**src/rtl/apb_req_arbiter_if.sv**
```systemverilog
// APB bus bundle between apb_req_arbiter (master side) and the slave fabric.
interface apb_req_arbiter_if #(
  parameter int ADDR_WIDTH = 32,
  parameter int DATA_WIDTH = 8
);
  logic                  PSEL;
  logic                  PENABLE;
  logic                  PWRITE;
  logic [ADDR_WIDTH-1:0] PADDR;
  logic [DATA_WIDTH-1:0] PWDATA;
  logic [DATA_WIDTH-1:0] PRDATA;
  logic                  PREADY;
  logic                  PSLVERR;

  modport master (
    output PSEL, PENABLE, PWRITE, PADDR, PWDATA,
    input  PRDATA, PREADY, PSLVERR
  );

  modport slave (
    input  PSEL, PENABLE, PWRITE, PADDR, PWDATA,
    output PRDATA, PREADY, PSLVERR
  );
endinterface

```
**src/rtl/apb_req_arbiter.sv**
```systemverilog
// Round-robin arbiter sharing one APB master port between NUM_REQ requesters,
// with an ACCESS-phase timeout so a hung slave cannot lock the bus.
module apb_req_arbiter #(
  parameter int NUM_REQ        = 4,
  parameter int ADDR_WIDTH     = 32,
  parameter int DATA_WIDTH     = 8,
  parameter int TIMEOUT_CYCLES = 16
) (
  input  logic                           PCLK,
  input  logic                           PRESETn,
  input  logic [NUM_REQ-1:0]             req,
  input  logic [NUM_REQ-1:0]             req_write,
  input  logic [NUM_REQ*ADDR_WIDTH-1:0]  req_addr,
  input  logic [NUM_REQ*DATA_WIDTH-1:0]  req_wdata,
  output logic [NUM_REQ-1:0]             ack,
  output logic [DATA_WIDTH-1:0]          rdata,
  output logic                           err,
  apb_req_arbiter_if.master              apb
);

  localparam int IDX_W = (NUM_REQ > 1) ? $clog2(NUM_REQ) : 1;
  localparam int CNT_W = (TIMEOUT_CYCLES > 1) ? $clog2(TIMEOUT_CYCLES + 1) : 1;
  localparam logic [CNT_W-1:0] CNT_LAST =
    CNT_W'((TIMEOUT_CYCLES > 0) ? (TIMEOUT_CYCLES - 1) : 0);
  localparam logic [IDX_W-1:0] IDX_LAST = IDX_W'(NUM_REQ - 1);

  typedef enum logic [1:0] {
    IDLE,
    SETUP,
    ACCESS
  } state_t;

  state_t                 state_q, state_d;
  logic [IDX_W-1:0]       rr_q, rr_d;
  logic [IDX_W-1:0]       grant_q, grant_d;
  logic [CNT_W-1:0]       cnt_q, cnt_d;
  logic                   psel_q, penable_q;
  logic                   pwrite_q, pwrite_d;
  logic [ADDR_WIDTH-1:0]  paddr_q, paddr_d;
  logic [DATA_WIDTH-1:0]  pwdata_q, pwdata_d;
  logic [NUM_REQ-1:0]     ack_q, ack_d;
  logic [DATA_WIDTH-1:0]  rdata_q, rdata_d;
  logic                   err_q, err_d;

  logic [NUM_REQ-1:0]     eligible;
  logic                   pick_found;
  logic [IDX_W-1:0]       pick_idx;
  int                     cand;
  logic                   complete;

  // A requester being acked this cycle is masked so it cannot win again immediately.
  always_comb begin
    eligible   = req & ~ack_q;
    pick_found = 1'b0;
    pick_idx   = '0;
    cand       = 0;
    for (int k = 0; k < NUM_REQ; k++) begin
      cand = int'(rr_q) + k;
      if (cand >= NUM_REQ) begin
        cand = cand - NUM_REQ;
      end
      if (!pick_found && eligible[cand]) begin
        pick_found = 1'b1;
        pick_idx   = IDX_W'(cand);
      end
    end
  end

  always_comb begin
    state_d  = state_q;
    rr_d     = rr_q;
    grant_d  = grant_q;
    cnt_d    = cnt_q;
    pwrite_d = pwrite_q;
    paddr_d  = paddr_q;
    pwdata_d = pwdata_q;
    ack_d    = '0;
    rdata_d  = '0;
    err_d    = 1'b0;
    complete = 1'b0;

    unique case (state_q)
      IDLE: begin
        if (pick_found) begin
          state_d  = SETUP;
          grant_d  = pick_idx;
          pwrite_d = req_write[pick_idx];
          paddr_d  = req_addr[pick_idx*ADDR_WIDTH +: ADDR_WIDTH];
          pwdata_d = req_wdata[pick_idx*DATA_WIDTH +: DATA_WIDTH];
        end
      end

      SETUP: begin
        state_d = ACCESS;
      end

      ACCESS: begin
        cnt_d = cnt_q + 1'b1;
        // PREADY wins over a timeout landing in the same cycle.
        if (apb.PREADY) begin
          complete = 1'b1;
          err_d    = apb.PSLVERR;
          rdata_d  = pwrite_q ? '0 : apb.PRDATA;
        end else if ((TIMEOUT_CYCLES != 0) && (cnt_q == CNT_LAST)) begin
          complete = 1'b1;
          err_d    = 1'b1;
        end
        if (complete) begin
          state_d = IDLE;
          cnt_d   = '0;
          ack_d   = NUM_REQ'(1) << grant_q;
          rr_d    = (grant_q == IDX_LAST) ? '0 : grant_q + 1'b1;
        end
      end

      default: begin
        state_d = IDLE;
      end
    endcase
  end

  // Bus controls are registered straight from the next state so they line up with it.
  always_ff @(posedge PCLK or negedge PRESETn) begin
    if (!PRESETn) begin
      state_q   <= IDLE;
      rr_q      <= '0;
      grant_q   <= '0;
      cnt_q     <= '0;
      psel_q    <= 1'b0;
      penable_q <= 1'b0;
      pwrite_q  <= 1'b0;
      paddr_q   <= '0;
      pwdata_q  <= '0;
      ack_q     <= '0;
      rdata_q   <= '0;
      err_q     <= 1'b0;
    end else begin
      state_q   <= state_d;
      rr_q      <= rr_d;
      grant_q   <= grant_d;
      cnt_q     <= cnt_d;
      psel_q    <= (state_d != IDLE);
      penable_q <= (state_d == ACCESS);
      pwrite_q  <= pwrite_d;
      paddr_q   <= paddr_d;
      pwdata_q  <= pwdata_d;
      ack_q     <= ack_d;
      rdata_q   <= rdata_d;
      err_q     <= err_d;
    end
  end

  assign apb.PSEL    = psel_q;
  assign apb.PENABLE = penable_q;
  assign apb.PWRITE  = pwrite_q;
  assign apb.PADDR   = paddr_q;
  assign apb.PWDATA  = pwdata_q;
  assign ack         = ack_q;
  assign rdata       = rdata_q;
  assign err         = err_q;

endmodule

```
**src/flat_wrapper.sv**
```systemverilog
// flat-port wrapper written by rule: the top's interface ports become plain ports
module apb_req_arbiter_flat 
#(
  parameter int NUM_REQ        = 4,
  parameter int ADDR_WIDTH     = 32,
  parameter int DATA_WIDTH     = 8,
  parameter int TIMEOUT_CYCLES = 16
)
  (PCLK, PRESETn, req, req_write, req_addr, req_wdata, ack, rdata, err, apb_PSEL, apb_PENABLE, apb_PWRITE, apb_PADDR, apb_PWDATA, apb_PRDATA, apb_PREADY, apb_PSLVERR);
  apb_req_arbiter_if #(.ADDR_WIDTH(ADDR_WIDTH), .DATA_WIDTH(DATA_WIDTH)) apb_i ();
  input  logic PCLK;
  input  logic PRESETn;
  input  logic [NUM_REQ-1:0] req;
  input  logic [NUM_REQ-1:0] req_write;
  input  logic [NUM_REQ*ADDR_WIDTH-1:0] req_addr;
  input  logic [NUM_REQ*DATA_WIDTH-1:0] req_wdata;
  output logic [NUM_REQ-1:0] ack;
  output logic [DATA_WIDTH-1:0] rdata;
  output logic err;
  output wire logic [$bits(apb_i.PSEL)-1:0] apb_PSEL;
  output wire logic [$bits(apb_i.PENABLE)-1:0] apb_PENABLE;
  output wire logic [$bits(apb_i.PWRITE)-1:0] apb_PWRITE;
  output wire logic [$bits(apb_i.PADDR)-1:0] apb_PADDR;
  output wire logic [$bits(apb_i.PWDATA)-1:0] apb_PWDATA;
  input wire logic [$bits(apb_i.PRDATA)-1:0] apb_PRDATA;
  input wire logic [$bits(apb_i.PREADY)-1:0] apb_PREADY;
  input wire logic [$bits(apb_i.PSLVERR)-1:0] apb_PSLVERR;
  assign apb_PSEL = apb_i.PSEL;
  assign apb_PENABLE = apb_i.PENABLE;
  assign apb_PWRITE = apb_i.PWRITE;
  assign apb_PADDR = apb_i.PADDR;
  assign apb_PWDATA = apb_i.PWDATA;
  assign apb_i.PRDATA = apb_PRDATA;
  assign apb_i.PREADY = apb_PREADY;
  assign apb_i.PSLVERR = apb_PSLVERR;
  apb_req_arbiter #(.NUM_REQ(NUM_REQ), .ADDR_WIDTH(ADDR_WIDTH), .DATA_WIDTH(DATA_WIDTH), .TIMEOUT_CYCLES(TIMEOUT_CYCLES)) u_core (.PCLK(PCLK), .PRESETn(PRESETn), .req(req), .req_write(req_write), .req_addr(req_addr), .req_wdata(req_wdata), .ack(ack), .rdata(rdata), .err(err), .apb(apb_i));
endmodule
```
**config.mk**
```make
export PLATFORM = sky130hd
export DESIGN_NAME = apb_req_arbiter_flat
export DESIGN_NICKNAME = d
export VERILOG_FILES = /design/src/rtl/apb_req_arbiter_if.sv /design/src/rtl/apb_req_arbiter.sv /design/src/flat_wrapper.sv
export SDC_FILE = /design/constraint.sdc
export NUM_CORES = 1
export LEC_CHECK = 0
export CELL_PAD_IN_SITES_DETAIL_PLACEMENT = 1
export CELL_PAD_IN_SITES_GLOBAL_PLACEMENT = 1
export CORE_ASPECT_RATIO = 1.5
export CORE_MARGIN = 2
export CORE_UTILIZATION = 25
export DETAILED_ROUTE_END_ITERATION = 6
export PLACE_DENSITY_LB_ADDON = 0.1
export SLEW_MARGIN = 10
export SYNTH_ARGS = -nofsm -noshare
export SYNTH_HDL_FRONTEND = slang
export SYNTH_SLANG_ARGS = --single-unit
export TNS_END_PERCENT = 20
```
**constraint.sdc**
```tcl
create_clock -name PCLK -period 3.1 [get_ports PCLK]
set_input_delay 0.31 -clock PCLK [delete_from_list [all_inputs] [get_ports PCLK]]
set_output_delay 0.31 -clock PCLK [all_outputs]
set_load 0.05 [all_outputs]
```
==> Word-level counts from Yosys, hierarchy flattened <==
Cells that the tools add are included.
{ "word_totals": {"reg_bits": 67, "input_bits": 180} }
{ "classes": {"add_sub_neg": 9, "n_lt_le_gt_ge": 9, "eq_ne": 5, "shift": 3, "n_mux": 41, "bitwise": 2, "reduce_logical": 10} }
{ "op_table": {"columns": ["operator", "count"], "rows": [
  ["32-bit by 4-bit < comparator with 1-bit output (second input constant)", 4],
  ["32-bit 2-to-1 mux", 4],
  ["128-bit by 8-bit variable part select with 32-bit output", 1],
  ["32-bit by 4-bit >= comparator with 1-bit output (second input constant)", 3],
  ["32-bit by 4-bit subtractor with 32-bit output (second input constant)", 3],
  ["32-bit by 6-bit variable part select with 8-bit output", 1],
  ["8-bit 2-to-1 mux", 3],
  ["1-bit 2-to-1 mux", 18],
  ["2-bit 2-to-1 mux", 7],
  ["1-bit binary-select mux with 2-bit select", 5],
  ["4-bit 2-to-1 mux", 2],
  ["2-bit by 2-bit adder with 3-bit output (second input constant)", 2],
  ["2-bit == test (second input constant)", 3],
  ["2-bit case mux with 3 select lines", 1],
  ["5-bit by 1-bit adder with 5-bit output (second input constant)", 1],
  ["5-bit by 4-bit == test with 1-bit output (second input constant)", 1],
  ["5-bit 2-to-1 mux", 1],
  ["4-bit bitwise AND", 1],
  ["4-bit inverter", 1],
  ["2-bit AND reduction", 2],
  ["1-bit by 2-bit left shift with 4-bit output (first input constant)", 1],
  ["2-bit by 3-bit subtractor with 4-bit output (second input constant)", 1],
  ["2-bit by 1-bit adder with 3-bit output (second input constant)", 1],
  ["2-bit by 3-bit >= comparator with 1-bit output (second input constant)", 1],
  ["other kinds (7)", 11]
]} }

==> Logic depth before layout (Yosys ltp) <==
{ "logic_depth": {"depth_word": 18, "depth_mapped": 7, "mapped_depth_nobuf": 7} }

==> Worst setup path after synthesis <==
Ideal clock, no wire load.
{ "synth_timing": {"path_type": "reg-to-reg", "startpoint": "register u_core.ack_q[1] (netlist: u_core.ack[1])", "endpoint": "register u_core.paddr_q[16] (netlist: u_core.apb.PADDR[16])", "arrival_time_ps": 1849, "setup_slack_ps": 1119, "stages_incl_launch_ff": 7, "path_buffers": 2, "period_less_slack_ps": 1981, "cell_sequence": "dfrtp_1 -> nor2b_4 -> o41ai_4 -> or2_1 -> buf_6 -> buf_8 -> o221ai_2"} }
{ "synth_via": {"elab_chain_cells": 16, "word_cells_on_any_way": 30} }
{ "synth_rtl": {"columns": ["item", "line", "rtl"], "rows": [
  ["from (decl)", "apb_req_arbiter.sv:41", "logic [NUM_REQ-1:0] ack_q, ack_d;"],
  ["from (signal assigned)", "apb_req_arbiter.sv:147", "ack_q <= ack_d;"],
  ["4-bit inverter *", "apb_req_arbiter.sv:53", "eligible = req & ~ack_q;"],
  ["4-bit bitwise AND *", "apb_req_arbiter.sv:53", null],
  ["1-bit binary-select mux with 2-bit select", "apb_req_arbiter.sv:62", "if (!pick_found && eligible[cand]) begin"],
  ["1-bit 2-to-1 mux (not written as such) (2 in series)", "apb_req_arbiter.sv:62", null],
  ["1-bit 2-to-1 mux", "apb_req_arbiter.sv:62", null],
  ["1-bit zero test", "apb_req_arbiter.sv:62", null],
  ["1-bit logical AND", "apb_req_arbiter.sv:62", null],
  ["1-bit 2-to-1 mux", "apb_req_arbiter.sv:62", null],
  ["1-bit zero test", "apb_req_arbiter.sv:62", null],
  ["1-bit logical AND", "apb_req_arbiter.sv:62", null],
  ["1-bit 2-to-1 mux", "apb_req_arbiter.sv:62", null],
  ["1-bit zero test", "apb_req_arbiter.sv:62", null],
  ["1-bit logical AND", "apb_req_arbiter.sv:62", null],
  ["2-bit 2-to-1 mux or 1-bit 2-to-1 mux (tied branches)", "apb_req_arbiter.sv:62", null],
  ["128-bit by 8-bit variable part select with 32-bit output or 2-bit AND reduction (tied branches)", null, null],
  ["to (signal assigned)", "apb_req_arbiter.sv:145", "paddr_q <= paddr_d;"],
  ["to (decl)", "apb_req_arbiter.sv:39", "logic [ADDR_WIDTH-1:0] paddr_q, paddr_d;"]
]} }
Mark *: on every way between the ends. The rest lies on a longest branch, timed or not. The select of a mux whose other input is x is not followed.
A chain may end at the register's enable or synchronous reset.

==> Worst setup path in the final report <==
{ "layout_timing": {"startpoint": "input port req[2]", "endpoint": "register u_core.paddr_q[16] (netlist: u_core.apb.PADDR[16])"} }
{ "layout_via": {"elab_chain_cells": 15, "word_cells_on_any_way": 29} }
{ "layout_rtl": {"columns": ["item", "line", "rtl"], "rows": [
  ["from (decl)", "flat_wrapper.sv:13", "input logic [NUM_REQ-1:0] req;"],
  ["4-bit bitwise AND *", "apb_req_arbiter.sv:53", null],
  ["1-bit binary-select mux with 2-bit select", "apb_req_arbiter.sv:62", null],
  ["1-bit 2-to-1 mux (not written as such) (2 in series)", "apb_req_arbiter.sv:62", null],
  ["1-bit 2-to-1 mux", "apb_req_arbiter.sv:62", null],
  ["1-bit zero test", "apb_req_arbiter.sv:62", null],
  ["1-bit logical AND", "apb_req_arbiter.sv:62", null],
  ["1-bit 2-to-1 mux", "apb_req_arbiter.sv:62", null],
  ["1-bit zero test", "apb_req_arbiter.sv:62", null],
  ["1-bit logical AND", "apb_req_arbiter.sv:62", null],
  ["1-bit 2-to-1 mux", "apb_req_arbiter.sv:62", null],
  ["1-bit zero test", "apb_req_arbiter.sv:62", null],
  ["1-bit logical AND", "apb_req_arbiter.sv:62", null],
  ["2-bit 2-to-1 mux or 1-bit 2-to-1 mux (tied branches)", "apb_req_arbiter.sv:62", null],
  ["128-bit by 8-bit variable part select with 32-bit output or 2-bit AND reduction (tied branches)", null, null]
]} }
Marked as above.

==> metrics.md <==
| Metric | Value |
|---|---|
| Run status | finished, final reports clean |
| R2R setup slack | ~1.0 ns |
| FF-to-FF Start | u_core.ack[2] |
| Starting Density | approximately a quarter |
| WP data arrival | 2.34 ns |
| Global Route Usage Sum | between 10% and 20% |
| Synth Area in Compound Gates | between 10% and 20% |
| Maximum vdd drop | roughly 440 uV |
| P per Cell Area | about 950 mW/mm2 |
| Later-pin clock latency in the skew report | about 0.33 ns |
| Final Cycle Share | 68.9% |
| YS warnings | 0 |
| Area growth syn-to-layout | 67.9% |
| Worst Tran Pin Value | approximately 0.91 ns |
| Remaining DRCs | 0 |
| Cts bufs inserted | 9 |
| Worst-path clk slew | 0.06 ns |
| Synthesized flop and latch total | between 60 and 70 |
| Die W | 108 um |
| Largest family of logic cells by synthesized area | multiplexers |
| Inserted Diodes | 0 |
| GPL Wtd Cong | 0.791 |
| Crit path depth | 7 |
| Cell mode on critical path | mux2i_1 |
| Dpl ws | slightly below 0.6 ns |
| Leakage power | about 2.9 nW |
| Die Area | between 0.015 and 0.02 mm2 |
| Core area | between 0.015 and 0.02 mm2 |
| IO Count | about 240 |
| Final Setup Violations | 0 |
| Setup ws final | approximately 0.96 ns |
| Final nets | approximately 750 |
| Worst-path maximum fanout | 22 |
| Initial antenna violation count | 0 |
| Max cap viols | 0 |
| Final Max Slew Viols | 0 |
| Total Routed Length | 14500 um |
| Critical Path RT | 3.30 ns |
| CTS resizes | 0 |
| Worst slew margin | between 30% and 40% |
| Yosys top cell by area | dfrtp_1 |
| CP max stage cell | clkdlybuf4s50_1 |
| Largest net degree at the start of global routing | roughly 70 |
| CTS Hold Bufs | 0 |
| Total grt overflow | 0 |
| Net count after synthesis | about 520 |
| Final Hold Violating Endpoints | 0 |
| Synth area leaders | dfrtp_1 42%, mux2i_1 21%, o221ai_2 15% |
| Number of global-route vias before repair | a little over 4000 |
| DR vias/cell | between 4 and 5 |
| Routed len/inst | between 15 and 20 um |
| R2R cell count | 6 |
| Final TNS setup | 0 ns |
| H-tree Lvls | 3 |
| TritonCTS clock tree | done |
| Worst path cell trace | clkdlybuf4s50_1 -> nor2b_2 -> mux2i_1 -> o221ai_4 -> buf_4 -> mux2i_1 -> o221ai_2 |
| Synth Area in Adders | approximately 1.9% |
| RSZ-0062 raised after global routing | no |
| CP bufs+invs | 2 |
| Most frequent cells in the layout | 234 x clkdlybuf4s50_1, 83 x mux2i_1, 67 x dfrtp_1 |
| Die height | 159 um |
| Multiplexer share of the synthesized area | between 20 and 25% |
| # rows | between 50 and 60 |
| Worst r2r dst | u_core.apb.PADDR[24] |
| Post-DRT Antenna Nets | 0 |
| End point of the critical path | u_core.apb.PADDR[16] |
| First-pass GRT wire length | about 22000 um |
| PortBufs | around 240 |
| Fmax achieved | between 0.4 and 0.5 GHz |
| Post-synth top area share | between 40% and 50% |
| Worst hold slack | just under 0.1 ns |
| CP delay by family, top | buffers and inverters |
| Layout cells sized above 1 | between 10% and 20% |
| CTS sink count | 67 |
| Synth Cell Area | a little over 0.004 mm2 |
| Via count | approximately 3600 |
| Simple-gate area share of the yosys netlist | roughly a tenth |
| Crit end category | register |
| Hpwl dp | between 10000 and 15000 um |
| Cell variety after synth | 37 |
| Crit Path Class | input pin to register |
| Syn avg cell area | approximately 12 um2 |
| Post-Synthesis Cells | around 330 |
| Post-CTS Setup Bufs | 0 |
| Worst path max stage delay | ~0.48 ns |
| Tightest Hold Check Type | input pin to asynchronous set/reset pin |
| Clk root buf | clkbuf_16 |
| Post-layout minimum cycle time | around 2.1 ns |
| DRC violation total after the first TritonRoute iteration | between 90 and 100 |
| Xor-xnor portion of the synthesized cell area | 0% |
| Final Skew | 0.00364 ns |
| Drt first pass iters | 4 |
| CTS Buffer Depth | 2 |
| Commonest non-fill, non-tap cell in the layout | clkdlybuf4s50_1 |
| Register area share after synthesis | around two fifths |
| CP startpoint | req[2] |
| CP startpoint kind | input pin |
==> how the worst min path moves through the flow <==
stage	cells past startpoint	slack [ns]	start	end
4_1_cts	1	0.15	PRESETn	u_core.apb.PADDR[1]
5_1_grt	1	0.17	PRESETn	u_core.apb.PADDR[1]
6_report	1	0.1	PRESETn	u_core.apb.PADDR[1]
2_1_floorplan	0	0.01	PRESETn	u_core.ack[0]
3_5_place_dp	2	0.48	u_core.apb.PADDR[28]	u_core.apb.PADDR[28]
3_3_place_gp	2	0.46	u_core.cnt_q[4]	u_core.cnt_q[4]
==> flip-flops by register name, summed over array words and instances, names as in the netlist, 2 cells and up <==
name and count:
u_core.rdata 8, u_core.rr_q 2, u_core.apb.PADDR 32, u_core.apb.PWDATA 8, u_core.grant_q 2, u_core.ack 4
u_core.state_q 2, u_core.cnt_q 5
==> report_power, final <==
part           internal, mW  switching, mW  leakage, nW
Sequential             1.24          0.236        0.850
Combinational          1.55           2.40         1.92
Clock                 0.583          0.381        0.137
Total                  3.38           3.02         2.91
==> synth_stat cells (all sizes together) <==
master / instances
mux2i: 83
dfrtp: 67
nand2: 50
o221ai: 43
buf: 22
and2: 12
o21ai: 12
inv: 7
ha: 6
nor2: 4
nor2b: 4
a21oi: 3
nand2b: 3
nand3: 2
nor3: 2
nor3b: 2
or2: 2
a211oi: 1
a22o: 1
a311oi: 1
and3: 1
nand4: 1
o22ai: 1
o41ai: 1
or3: 1
==> cell families after synthesis <==
logic type | count (synthesis)
and+or+nand+nor | 84
DFF | 67
AOI/OAI and AO/OA | 63
muxes | 83
adders and majority gates | 6
buffers and inverters | 29
==> layer usage <==
metal,GRT usage [%],routed length [um],up-vias
met1,17.8,5340,1772
li1,-,-,1703
met5,0,0,-
met2,32.8,8120,128
met3,3.03,746,15
met4,5.83,252,0
==> final cells by class <==
cell class,count,area [um2]
Fill cell,1757,8940
Inverter,7,26.3
Clock buffer,14,264
Tap cell,203,254
Multi-Input combinational cell,236,2090
Sequential cell,67,1680
Timing Repair Buffer,244,2430
Clock inverter,2,10.0
==> metrics by stage <==
stage	power (mW)	area [um2]	util [%]	instances
4_1_cts	6.52	6750	43.0	773
5_1_grt	6.77	6750	43.0	773
2_1_floorplan	4.35	4020	-	332
6_report	6.39	6750	43.0	773
3_5_place_dp	5.52	6480	41.3	757
3_3_place_gp	5.43	6480	41.3	757
No activity file was read; power rests on OpenSTA's default activity.
